===== src/rtl/picorv32_mem_arbiter.sv =====
// picorv32_mem_arbiter: round-robin two-master arbiter for the picorv32 native memory bus
// with registered request/response paths and a watchdog that completes hung slave cycles.
module picorv32_mem_arbiter #(
  parameter int unsigned TIMEOUT_CYCLES = 1024,
  parameter logic [31:0] ERR_RDATA      = 32'h0000_0000
) (
  input  logic        clk,
  input  logic        reset,
  input  logic        m0_mem_valid,
  input  logic        m0_mem_instr,
  input  logic [31:0] m0_mem_addr,
  input  logic [31:0] m0_mem_wdata,
  input  logic [3:0]  m0_mem_wstrb,
  output logic        m0_mem_ready,
  output logic [31:0] m0_mem_rdata,
  input  logic        m1_mem_valid,
  input  logic        m1_mem_instr,
  input  logic [31:0] m1_mem_addr,
  input  logic [31:0] m1_mem_wdata,
  input  logic [3:0]  m1_mem_wstrb,
  output logic        m1_mem_ready,
  output logic [31:0] m1_mem_rdata,
  output logic        s_mem_valid,
  output logic        s_mem_instr,
  output logic [31:0] s_mem_addr,
  output logic [31:0] s_mem_wdata,
  output logic [3:0]  s_mem_wstrb,
  input  logic        s_mem_ready,
  input  logic [31:0] s_mem_rdata,
  output logic        grant_owner,
  output logic        timeout_err
);
  localparam int CW = $clog2(TIMEOUT_CYCLES) + 1;
  localparam logic [CW-1:0] CNT_LAST = CW'(TIMEOUT_CYCLES - 1);
  typedef enum logic [1:0] {IDLE, BUSY, RESP} state_t;
  state_t state_q, state_d;
  logic s_valid_q, s_valid_d, s_instr_q, s_instr_d;
  logic [31:0] s_addr_q, s_addr_d, s_wdata_q, s_wdata_d;
  logic [3:0] s_wstrb_q, s_wstrb_d;
  logic m0_ready_q, m0_ready_d, m1_ready_q, m1_ready_d;
  logic [31:0] m0_rdata_q, m0_rdata_d, m1_rdata_q, m1_rdata_d;
  logic last_q, last_d, owner_q, owner_d, terr_q, terr_d;
  logic [CW-1:0] cnt_q, cnt_d;
  logic win, expire;
  logic [31:0] resp_data;
  // Contention goes to whoever did not win last; a lone requester always wins.
  assign win = (m0_mem_valid && m1_mem_valid) ? ~last_q : m1_mem_valid;
  assign expire = (TIMEOUT_CYCLES != 0) && (cnt_q == CNT_LAST);
  assign resp_data = s_mem_ready ? s_mem_rdata : ERR_RDATA;
  always_comb begin
    state_d = state_q;
    s_valid_d = s_valid_q;
    s_instr_d = s_instr_q;
    s_addr_d = s_addr_q;
    s_wdata_d = s_wdata_q;
    s_wstrb_d = s_wstrb_q;
    m0_ready_d = 1'b0;
    m1_ready_d = 1'b0;
    m0_rdata_d = m0_rdata_q;
    m1_rdata_d = m1_rdata_q;
    last_d = last_q;
    owner_d = owner_q;
    terr_d = terr_q;
    cnt_d = cnt_q;
    case (state_q)
      IDLE: if (m0_mem_valid || m1_mem_valid) begin
        s_valid_d = 1'b1;
        s_instr_d = win ? m1_mem_instr : m0_mem_instr;
        s_addr_d = win ? m1_mem_addr : m0_mem_addr;
        s_wdata_d = win ? m1_mem_wdata : m0_mem_wdata;
        s_wstrb_d = win ? m1_mem_wstrb : m0_mem_wstrb;
        owner_d = win;
        last_d = win;
        cnt_d = '0;
        state_d = BUSY;
      end
      BUSY: if (s_mem_ready || expire) begin
        s_valid_d = 1'b0;
        m0_ready_d = ~owner_q;
        m1_ready_d = owner_q;
        m0_rdata_d = owner_q ? m0_rdata_q : resp_data;
        m1_rdata_d = owner_q ? resp_data : m1_rdata_q;
        terr_d = terr_q | ~s_mem_ready;
        state_d = RESP;
      end else begin
        cnt_d = (cnt_q == CNT_LAST) ? cnt_q : cnt_q + CW'(1);
      end
      RESP: state_d = IDLE;
      default: state_d = IDLE;
    endcase
  end
  always_ff @(posedge clk or posedge reset) begin
    if (reset) begin
      state_q <= IDLE;
      s_valid_q <= 1'b0;
      s_instr_q <= 1'b0;
      s_addr_q <= '0;
      s_wdata_q <= '0;
      s_wstrb_q <= '0;
      m0_ready_q <= 1'b0;
      m1_ready_q <= 1'b0;
      m0_rdata_q <= '0;
      m1_rdata_q <= '0;
      last_q <= 1'b1;
      owner_q <= 1'b0;
      terr_q <= 1'b0;
      cnt_q <= '0;
    end else begin
      state_q <= state_d;
      s_valid_q <= s_valid_d;
      s_instr_q <= s_instr_d;
      s_addr_q <= s_addr_d;
      s_wdata_q <= s_wdata_d;
      s_wstrb_q <= s_wstrb_d;
      m0_ready_q <= m0_ready_d;
      m1_ready_q <= m1_ready_d;
      m0_rdata_q <= m0_rdata_d;
      m1_rdata_q <= m1_rdata_d;
      last_q <= last_d;
      owner_q <= owner_d;
      terr_q <= terr_d;
      cnt_q <= cnt_d;
    end
  end
  assign s_mem_valid = s_valid_q;
  assign s_mem_instr = s_instr_q;
  assign s_mem_addr = s_addr_q;
  assign s_mem_wdata = s_wdata_q;
  assign s_mem_wstrb = s_wstrb_q;
  assign m0_mem_ready = m0_ready_q;
  assign m1_mem_ready = m1_ready_q;
  assign m0_mem_rdata = m0_rdata_q;
  assign m1_mem_rdata = m1_rdata_q;
  assign grant_owner = owner_q;
  assign timeout_err = terr_q;
endmodule


===== config.mk =====
export PLATFORM = sky130hd
export DESIGN_NAME = picorv32_mem_arbiter
export DESIGN_NICKNAME = d
export VERILOG_FILES = /design/src/rtl/picorv32_mem_arbiter.sv
export SDC_FILE = /design/constraint.sdc
export NUM_CORES = 1
export LEC_CHECK = 0
export BUFFER_PORTS_ARGS = -buffer_cell sky130_fd_sc_hd__buf_2
export CAP_MARGIN = 20
export CORE_ASPECT_RATIO = 0.75
export CORE_UTILIZATION = 46
export DETAILED_ROUTE_END_ITERATION = 10
export PLACE_DENSITY_LB_ADDON = 0.05
export SLEW_MARGIN = 15
export SYNTH_ARGS = -nofsm -noshare
export SYNTH_HDL_FRONTEND = slang
export SYNTH_SLANG_ARGS = --single-unit

===== constraint.sdc =====
create_clock -name clk -period 5.38 [get_ports clk]
set_input_delay 0 -clock clk [delete_from_list [all_inputs] [get_ports clk]]
set_output_delay 0 -clock clk [all_outputs]
set_load 0.005 [all_outputs]

======== Word-level counts from Yosys, hierarchy flattened ========
Cells that the tools add are included.
cells by class
  $add $sub $neg .......................... 1
  equality and inequality tests ........... 6
  multiplexer cells ....................... 20
  bitwise gates (word level) .............. 4
  reduce and logical (&&, ||, !) cells .... 12
operator list
  cell                     number
  $mux W32                 3
  $mux W11                 3
  $pmux W11 S2             1
  $add A11 B1 Y11 const B  1
  $eq A11 B10 Y1 const B   1
  $reduce_and A3 Y1        3
  $mux W1                  8
  $ne A2 B2 Y1 const B     4
  $reduce_and A2 Y1        3
  $mux W2                  2
  $mux W4                  1
  $pmux W2 S2              1
  $reduce_and A4 Y1        1
  $not A1 Y1               3
  $eq A2 B1 Y1 const B     1
  $logic_not A2 Y1         1
  $logic_or A1 B1 Y1       2
  $pmux W1 S2              1
  $reduce_bool A2 Y1       1
  $logic_and A1 B1 Y1      1
  $or A1 B1 Y1             1
storage, ports and cells
  register bits after elaboration ......... 152

======== Longest topological paths before layout ========
Gate-level depths: netlist of the first run.
  word-level depth ........................ 4
  gate-level depth with buffers ........... 7
  depth with buffers taken out ............ 5

======== Worst setup path after synthesis of the first run ========
Ideal clock, no wire load.
  path kind ............................... register -> register
  start ................................... register cnt_q[0]
  end ..................................... register m0_rdata_q[10] (netlist: m0_mem_rdata[10])
  arrival ................................. 1.714 ns
  required time ........................... 5.259 ns
  setup slack ............................. 3.545 ns
  stages on the path, launching flop included .. 8
  buffers on the path ..................... 2
  period minus slack after synthesis ...... 1.835 ns
  cell sequence ........................... dfrtp_1 > ha_1 > buf_2 > nand2_1 > nor4_4 > o211ai_4 > buf_6 > a22o_1
between the ends
  cells in the longest elaborated chain, start to end .. 3
ends and longest elaborated chain
  what                         RTL line  text
  start, declared              43        logic [CW-1:0] cnt_q, cnt_d;
  start signal, assigned       122       cnt_q <= cnt_d;
  $eq A11 B10 Y1               48        assign expire = (TIMEOUT_CYCLES != 0) && (cnt_q == CNT_LAST);
  $logic_or A1 B1 Y1           77        BUSY: if (s_mem_ready || expire) begin
  $reduce_and A3 Y1 (no line)  n/a
  end signal, assigned         117       m0_rdata_q <= m0_rdata_d;
  end, declared                41        logic [31:0] m0_rdata_q, m0_rdata_d, m1_rdata_q, m1_rdata_d;
No other way between the ends.
A chain may end at the register's enable or synchronous reset.

======== Worst setup path in the final report of the first run ========
  start ................................... register last_q
  end ..................................... register s_addr_q[16] (netlist: s_mem_addr[16])
between the ends
  cells in the longest elaborated chain, start to end .. 3
ends and longest elaborated chain
  what                    RTL line  text
  start, declared         42        logic last_q, last_d, owner_q, owner_d, terr_q, terr_d;
  start signal, assigned  119       last_q <= last_d;
  $not A1 Y1              47        assign win = (m0_mem_valid && m1_mem_valid) ? ~last_q : m1_mem_valid;
  $mux W1                 47
  $mux W32                69        s_addr_d = win ? m1_mem_addr : m0_mem_addr;
  end signal, assigned    112       s_addr_q <= s_addr_d;
  end, declared           38        logic [31:0] s_addr_q, s_addr_d, s_wdata_q, s_wdata_d;
No other way between the ends.

==> results.sh, run 1 <==
export IMPL_grt_antenna_before_repair=0
export IMPL_drive_gt1_frac=0.352
export IMPL_clkLatencyLatePin_ps=420
export IMPL_yosysUniqueCellTypes=39
export IMPL_path_cells="a21boi_4, buf_4, mux2i_1, dlygate4sd3_1, o21ai_0"
export IMPL_grt_pass1_wl_mm=33.1
export IMPL_antenna_cells=0
export IMPL_clock_power_share=0.231
export IMPL_setup_viol=0
export IMPL_place_gp_congestion=0.859
export IMPL_seqPwrFrac=0.395
export IMPL_path_clk_slew_ps=60
export IMPL_dp_hpwl_mm=12.4
export IMPL_fin_area_sq_um=10400
export IMPL_drc=36
export IMPL_switching_share=0.340
export IMPL_synth_edf_count=0
export IMPL_synth_most_common_cell="dfrtp_1"
export IMPL_ys_ff_latch=152
export IMPL_syn_nets=717
export IMPL_p_sw_mw=1.69
export IMPL_hold_ws_ps=13.2
export IMPL_leakage_nw=5.29
export IMPL_track_usage=0.294
export IMPL_reg2reg_depth=5
export IMPL_rsz0062_at_grt="false"
export IMPL_finalSetupTns_ps=0
export IMPL_required_ps=5630
export IMPL_yosys_warnings=0
export IMPL_postCtsSetupRepairBufs=0
export IMPL_place_area_sq_um=8050
export IMPL_power_frac_comb=0.374
export IMPL_synth_async_reset_ratio=1.00
export IMPL_cpPeakStageDelay_ps=810
export IMPL_min_to="state_q[1]"
export IMPL_start_util=0.471
export IMPL_fp_dieArea_sq_um=14500
export IMPL_crit_arrival_ps=3290
export IMPL_path_delay_family="buffers and inverters"
export IMPL_end_kind="register"
export IMPL_cts_num_sinks=152
export IMPL_failed_checks="DRC"
export IMPL_die_h_microns=104
export IMPL_relSlewSlack=0.311
export IMPL_worstSetupStartpointType="register"
export IMPL_p_int_mw=3.28
export IMPL_slowest_stage="buf_4"
export IMPL_rrSetupSlack_ps=2340
export IMPL_finalMaxSlewViolations=0
export IMPL_area_delta_synth_final_pct=61.2
export IMPL_grt_pass1_vias=6432
export IMPL_cts_root_buffer="clkbuf_16"
export IMPL_worst_r2r_endpoint="s_mem_addr[16]"
export IMPL_synth_area_leader_cell="dfrtp_1"
export IMPL_drtIter0Drc=413
export IMPL_ys_flop_type="dfrtp_1"
export IMPL_holdCritStartpoint="s_mem_ready"
export IMPL_synthTopCellsByCount="dfrtp_1 (151), nand2_1 (79), o21ai_0 (74), mux2i_1 (69), a22o_1 (64)"
export IMPL_grt_max_degree=123
export IMPL_synthCells=541
export IMPL_num_io_pins=313
export IMPL_die_w_microns=139
export IMPL_seq_area_frac_synth=0.592
export IMPL_final_util=0.759
export IMPL_critical_path_buf_inv_count=2
export IMPL_dr_pass1_iters=8
export IMPL_outcome="complete, but fails checks"
export IMPL_critPathMaxFanout=51
export IMPL_power_density_nw_per_um2=479
export IMPL_crit_type="reg2reg"
export IMPL_period_minus_slack_ps=3040
export IMPL_synth_area_per_cell_sq_um=11.9
export IMPL_wl_mm=20.8
export IMPL_vdd_drop_max_v=0.000266
export IMPL_rows=37
export IMPL_vias=6303
export IMPL_overflow=0
export IMPL_crit_start="last_q"
export IMPL_post_route_period_util=0.565
export IMPL_ys_top_cells_by_area="dfrtp_1 (59%), mux2i_1 (11%), a22o_1 (8.7%)"
export IMPL_core_sq_um=13700
export IMPL_synth_top_area_frac=0.588
export IMPL_postRouteAntennaNets=0
export IMPL_fmax_ghz=0.329
export IMPL_hp_class="in2reg"
export IMPL_cts_tree="done"
export IMPL_max_cap_violations=0
export IMPL_cts_buffers=17
export IMPL_routedWlPerCell_microns=17.4
export IMPL_tightest_slew_ps=1030
export IMPL_worstHoldPathCells=2
export IMPL_finalHoldViolations=0
export IMPL_io_buffers=312
export IMPL_synthesis_area_sq_um=6430
export IMPL_htree_levels=4
export IMPL_viasPerCell=5.26
export IMPL_worstReg2RegStart="last_q"
export IMPL_clock_path_buffers=2
export IMPL_final_nets=1187
export IMPL_fin_worst_skew_ps=10.3
registers in the layout, indices dropped and copies added (netlist names):
signal,count
m0_mem_rdata,32
timeout_err,1
s_mem_wdata,32
s_mem_addr,32
s_mem_wstrb,4
m0_mem_ready,1
m1_mem_ready,1
state_q,2
s_mem_valid,1
m1_mem_rdata,32
grant_owner,1
cnt_q,11
last_q,1
s_mem_instr,1
timing repair:
action | CTS | global route
gates resized for setup | 0 | 0
hold buffers | 174 | 0
endpoints found under the hold margin | 224 | 0
kinds of logic (layout without fill, tap and decap cells):
group                      count (synthesis)  in the layout  share of synthesized area
AOI/OAI and AO/OA                        167            167                      0.185
DFF                                      152            152                      0.592
and+or+nand+nor                          104            104                     0.0747
muxes                                     69             69                      0.107
buffers and inverters                     48            530                     0.0395
adders and majority gates                  1              1                    0.00195
routing by layer:
| layer | up-vias | routed length, microns | GRT usage |
|---|---|---|---|
| li1 | 2904 | - | - |
| met1 | 3080 | 8510 | 0.369 |
| met2 | 267 | 10400 | 0.496 |
| met3 | 52 | 1310 | 0.0668 |
| met4 | 0 | 604 | 0.118 |
| met5 | - | 0 | 0 |
through the flow:
step           power [mW]  std cells  setup WS (ps)
2_1_floorplan        2.85        541           1290
3_3_place_gp         3.57        993           3050
3_5_place_dp         3.62        993           2950
4_1_cts              4.94       1198           2430
5_1_grt              5.28       1198           2190
6_report             4.97       1198           2340
power by group through the flow:
stage | clock network, mW | registers (mW) | logic, mW
2_1_floorplan | 0 | 1.99 | 0.865
3_3_place_gp | 0 | 1.95 | 1.62
3_5_place_dp | 0 | 1.96 | 1.66
4_1_cts | 1.16 | 1.95 | 1.83
5_1_grt | 1.22 | 2.03 | 2.03
6_report | 1.15 | 1.96 | 1.86
how the worst max path moves through the flow:
stage / end / slack, ps / cells past startpoint
2_1_floorplan: cnt_q[0] / 1290 / 1
3_3_place_gp: s_mem_addr[5] / 3050 / 4
3_5_place_dp: s_mem_instr / 2950 / 4
4_1_cts: s_mem_wdata[18] / 2430 / 5
5_1_grt: s_mem_addr[8] / 2190 / 5
6_report: s_mem_addr[16] / 2340 / 5
cell usage in the layout, fill, tap and decap left out, types with 2 or more instances in the layout:
master           n
clkinv_2         3
dlygate4sd3_1  174
o21ai_0         74
clkbuf_8         5
buf_2          312
a21oi_1          5
nand3_1          6
clkbuf_1         2
a22o_1          64
nor2_1           3
nand4_1          2
mux2i_1         69
clkbuf_16       17
and3_1           3
and4_1           2
o211ai_4         2
a41oi_1          2
buf_4            5
nand2_1         79
o21a_1           3
dfrtp_1        151
a31oi_1          8
inv_1            7
clkinvlp_4       3
layout make-up:
cell class | count | area (sq um)
multi-input cells | 341 | 2390
repair buffers | 491 | 3340
well taps | 175 | 219
clock buffers | 24 | 502
clock inverters | 7 | 67.6
fillers | 889 | 3300
inverters | 8 | 35.0
flip-flops and latches | 152 | 3800
Note: power is estimated with default switching activity, not from simulation.
==> run 2: changes to the inputs <==
CORE_UTILIZATION = 42   (was 46)
clock period = 2.5 ns   (was 5.38 ns; I/O delays follow)
==> results.sh, run 2 (synthesis gave the netlist of run 1 again) <==
export IMPL_outcome="complete, no violations"
export IMPL_grt_antenna_before_repair=0
export IMPL_power_density_nw_per_um2=1020
export IMPL_fmax_ghz=0.433
export IMPL_slowest_stage="dfrtp_1"
export IMPL_required_ps=2810
export IMPL_rows=38
export IMPL_clock_path_buffers=2
export IMPL_crit_type="reg2reg"
export IMPL_postRouteAntennaNets=0
export IMPL_finalMaxSlewViolations=0
export IMPL_area_delta_synth_final_pct=62.5
export IMPL_overflow=0
export IMPL_instances_no_fill=1229
export IMPL_core_sq_um=14700
export IMPL_htree_levels=4
export IMPL_period_minus_slack_ps=2310
export IMPL_cp_num_cells=5
export IMPL_rsz0062_at_grt="false"
export IMPL_hold_ws_ps=287
export IMPL_postCtsSetupRepairBufs=0
export IMPL_drtIter0Drc=380
export IMPL_io_buffers=312
export IMPL_relSlewSlack=0.317
export IMPL_path_delay_family="compound AO/OA/AOI/OAI gates"
export IMPL_path_cells="ha_1, nand2_1, nor4_4, o211ai_4, a22o_1"
export IMPL_dp_hpwl_mm=12.9
export IMPL_top_layer="met4"
export IMPL_finalHoldViolations=0
export IMPL_leakage_nw=5.31
export IMPL_cts_root_buffer="clkbuf_16"
export IMPL_track_usage=0.256
export IMPL_final_common_cell="buf_2"
export IMPL_finalSetupTns_ps=0
export IMPL_max_cap_violations=0
export IMPL_drive_gt1_frac=0.355
export IMPL_final_cell_mix="buf_2 (312), dlygate4sd3_1 (175), dfrtp_1 (151)"
export IMPL_routed_wl_met2_mm=10.4
export IMPL_tightest_slew_ps=1020
export IMPL_grt_pass1_wl_mm=30.6
export IMPL_grt_max_degree=63
export IMPL_viasPerCell=5.03
export IMPL_place_gp_congestion=0.899
export IMPL_fp_dieArea_sq_um=15800
export IMPL_clkLatencyLatePin_ps=420
export IMPL_final_nets=1192
export IMPL_end_kind="register"
export IMPL_dr_pass1_iters=4
export IMPL_crit_arrival_ps=2620
export IMPL_hp_class="in2async"
export IMPL_drc=0
export IMPL_cts_resized_gates=0
export IMPL_vias=6179
export IMPL_critical_path_buf_inv_count=0
export IMPL_cts_tree="done"
export IMPL_post_route_period_util=0.925
export IMPL_fin_worst_skew_ps=15.5
export IMPL_die_h_microns=109
export IMPL_start_util=0.438
export IMPL_reg2reg_depth=5
export IMPL_setup_viol=0
export IMPL_critPathMaxFanout=33
export IMPL_cts_buffers=17
export IMPL_wl_mm=20.6
export IMPL_vdd_drop_max_v=0.000610
export IMPL_dp_cells=1022
export IMPL_wl_met3_mm=1.35
export IMPL_num_io_pins=313
export IMPL_finalPower_mw=10.7
export IMPL_antenna_cells=0
export IMPL_cpPeakStageDelay_ps=450
export IMPL_fillerInstances=1037
export IMPL_cts_num_sinks=152
export IMPL_path_clk_slew_ps=60
export IMPL_grt_pass1_vias=6181
export IMPL_routedWlPerCell_microns=16.8
export IMPL_route_layer_met1_wl_mm=8.25
export IMPL_worstSetupStartpointType="register"
export IMPL_die_w_microns=145
export IMPL_final_util=0.711
==> run 2: changes by cell type in the layout (fill, tap and decap cells not counted), sizes merged <==
cell	previous run	this run
buf	317	321
clkbuf	24	19
dlygate4sd3	174	175
clkinv	3	6
clkinvlp	3	4
inv	8	10
==> run 2: power by group <==
part	switching [mW]	internal, mW
clock	1.03	1.38
combinational	1.99	2.00
sequential	0.672	3.58
==> run 2: path summary, 6_finish.rpt <==
| path | startpoint | end | slack, ps |
|---|---|---|---|
| min | reset | m0_mem_rdata[10] | 290 |
| max reg2reg | cnt_q[0] | m0_mem_rdata[17] | 190 |
| max | cnt_q[0] | m0_mem_rdata[17] | 190 |
| min in group clk | s_mem_rdata[14] | m0_mem_rdata[14] | 350 |
| min reg2reg | timeout_err | timeout_err | 460 |
| max in group asynchronous | reset | last_q | 1400 |
==> run 2: worst reg2reg max path, stage by stage (launching register included) <==
cell and delay, ps:
dfrtp_1 450, ha_1 360, nand2_1 200, nor4_4 430
o211ai_4 410, a22o_1 350
==> run 2: metal layers <==
layer	vias up	GRT usage
met1	2947	0.305
met4	0	0.121
met5	-	0
met2	268	0.437
li1	2918	-
met3	46	0.0606
==> run 2: timing repair <==
action,in CTS,in global routing
setup endpoints to repair,0,0
hold buffers,175,0
hold endpoints to repair,171,0
==> run 2: layout make-up <==
cell class,instances,area [sq um],share of cell area
Sequential cell,152,3800,0.364
Tap cell,200,250,0.0240
Clock buffer,19,433,0.0415
Timing Repair Buffer,496,3410,0.326
Clock inverter,13,124,0.0119
Multi-Input combinational cell,341,2390,0.229
Inverter,8,33.8,0.00323
==> run 2: through the flow <==
step                instance area, sq um  setup slack (ps)
finish                             10400               189
global route                       10400              6.23
CTS                                10400               188
detailed placement                  8140               200
global placement                    8140               300
floorplan                           6430               584
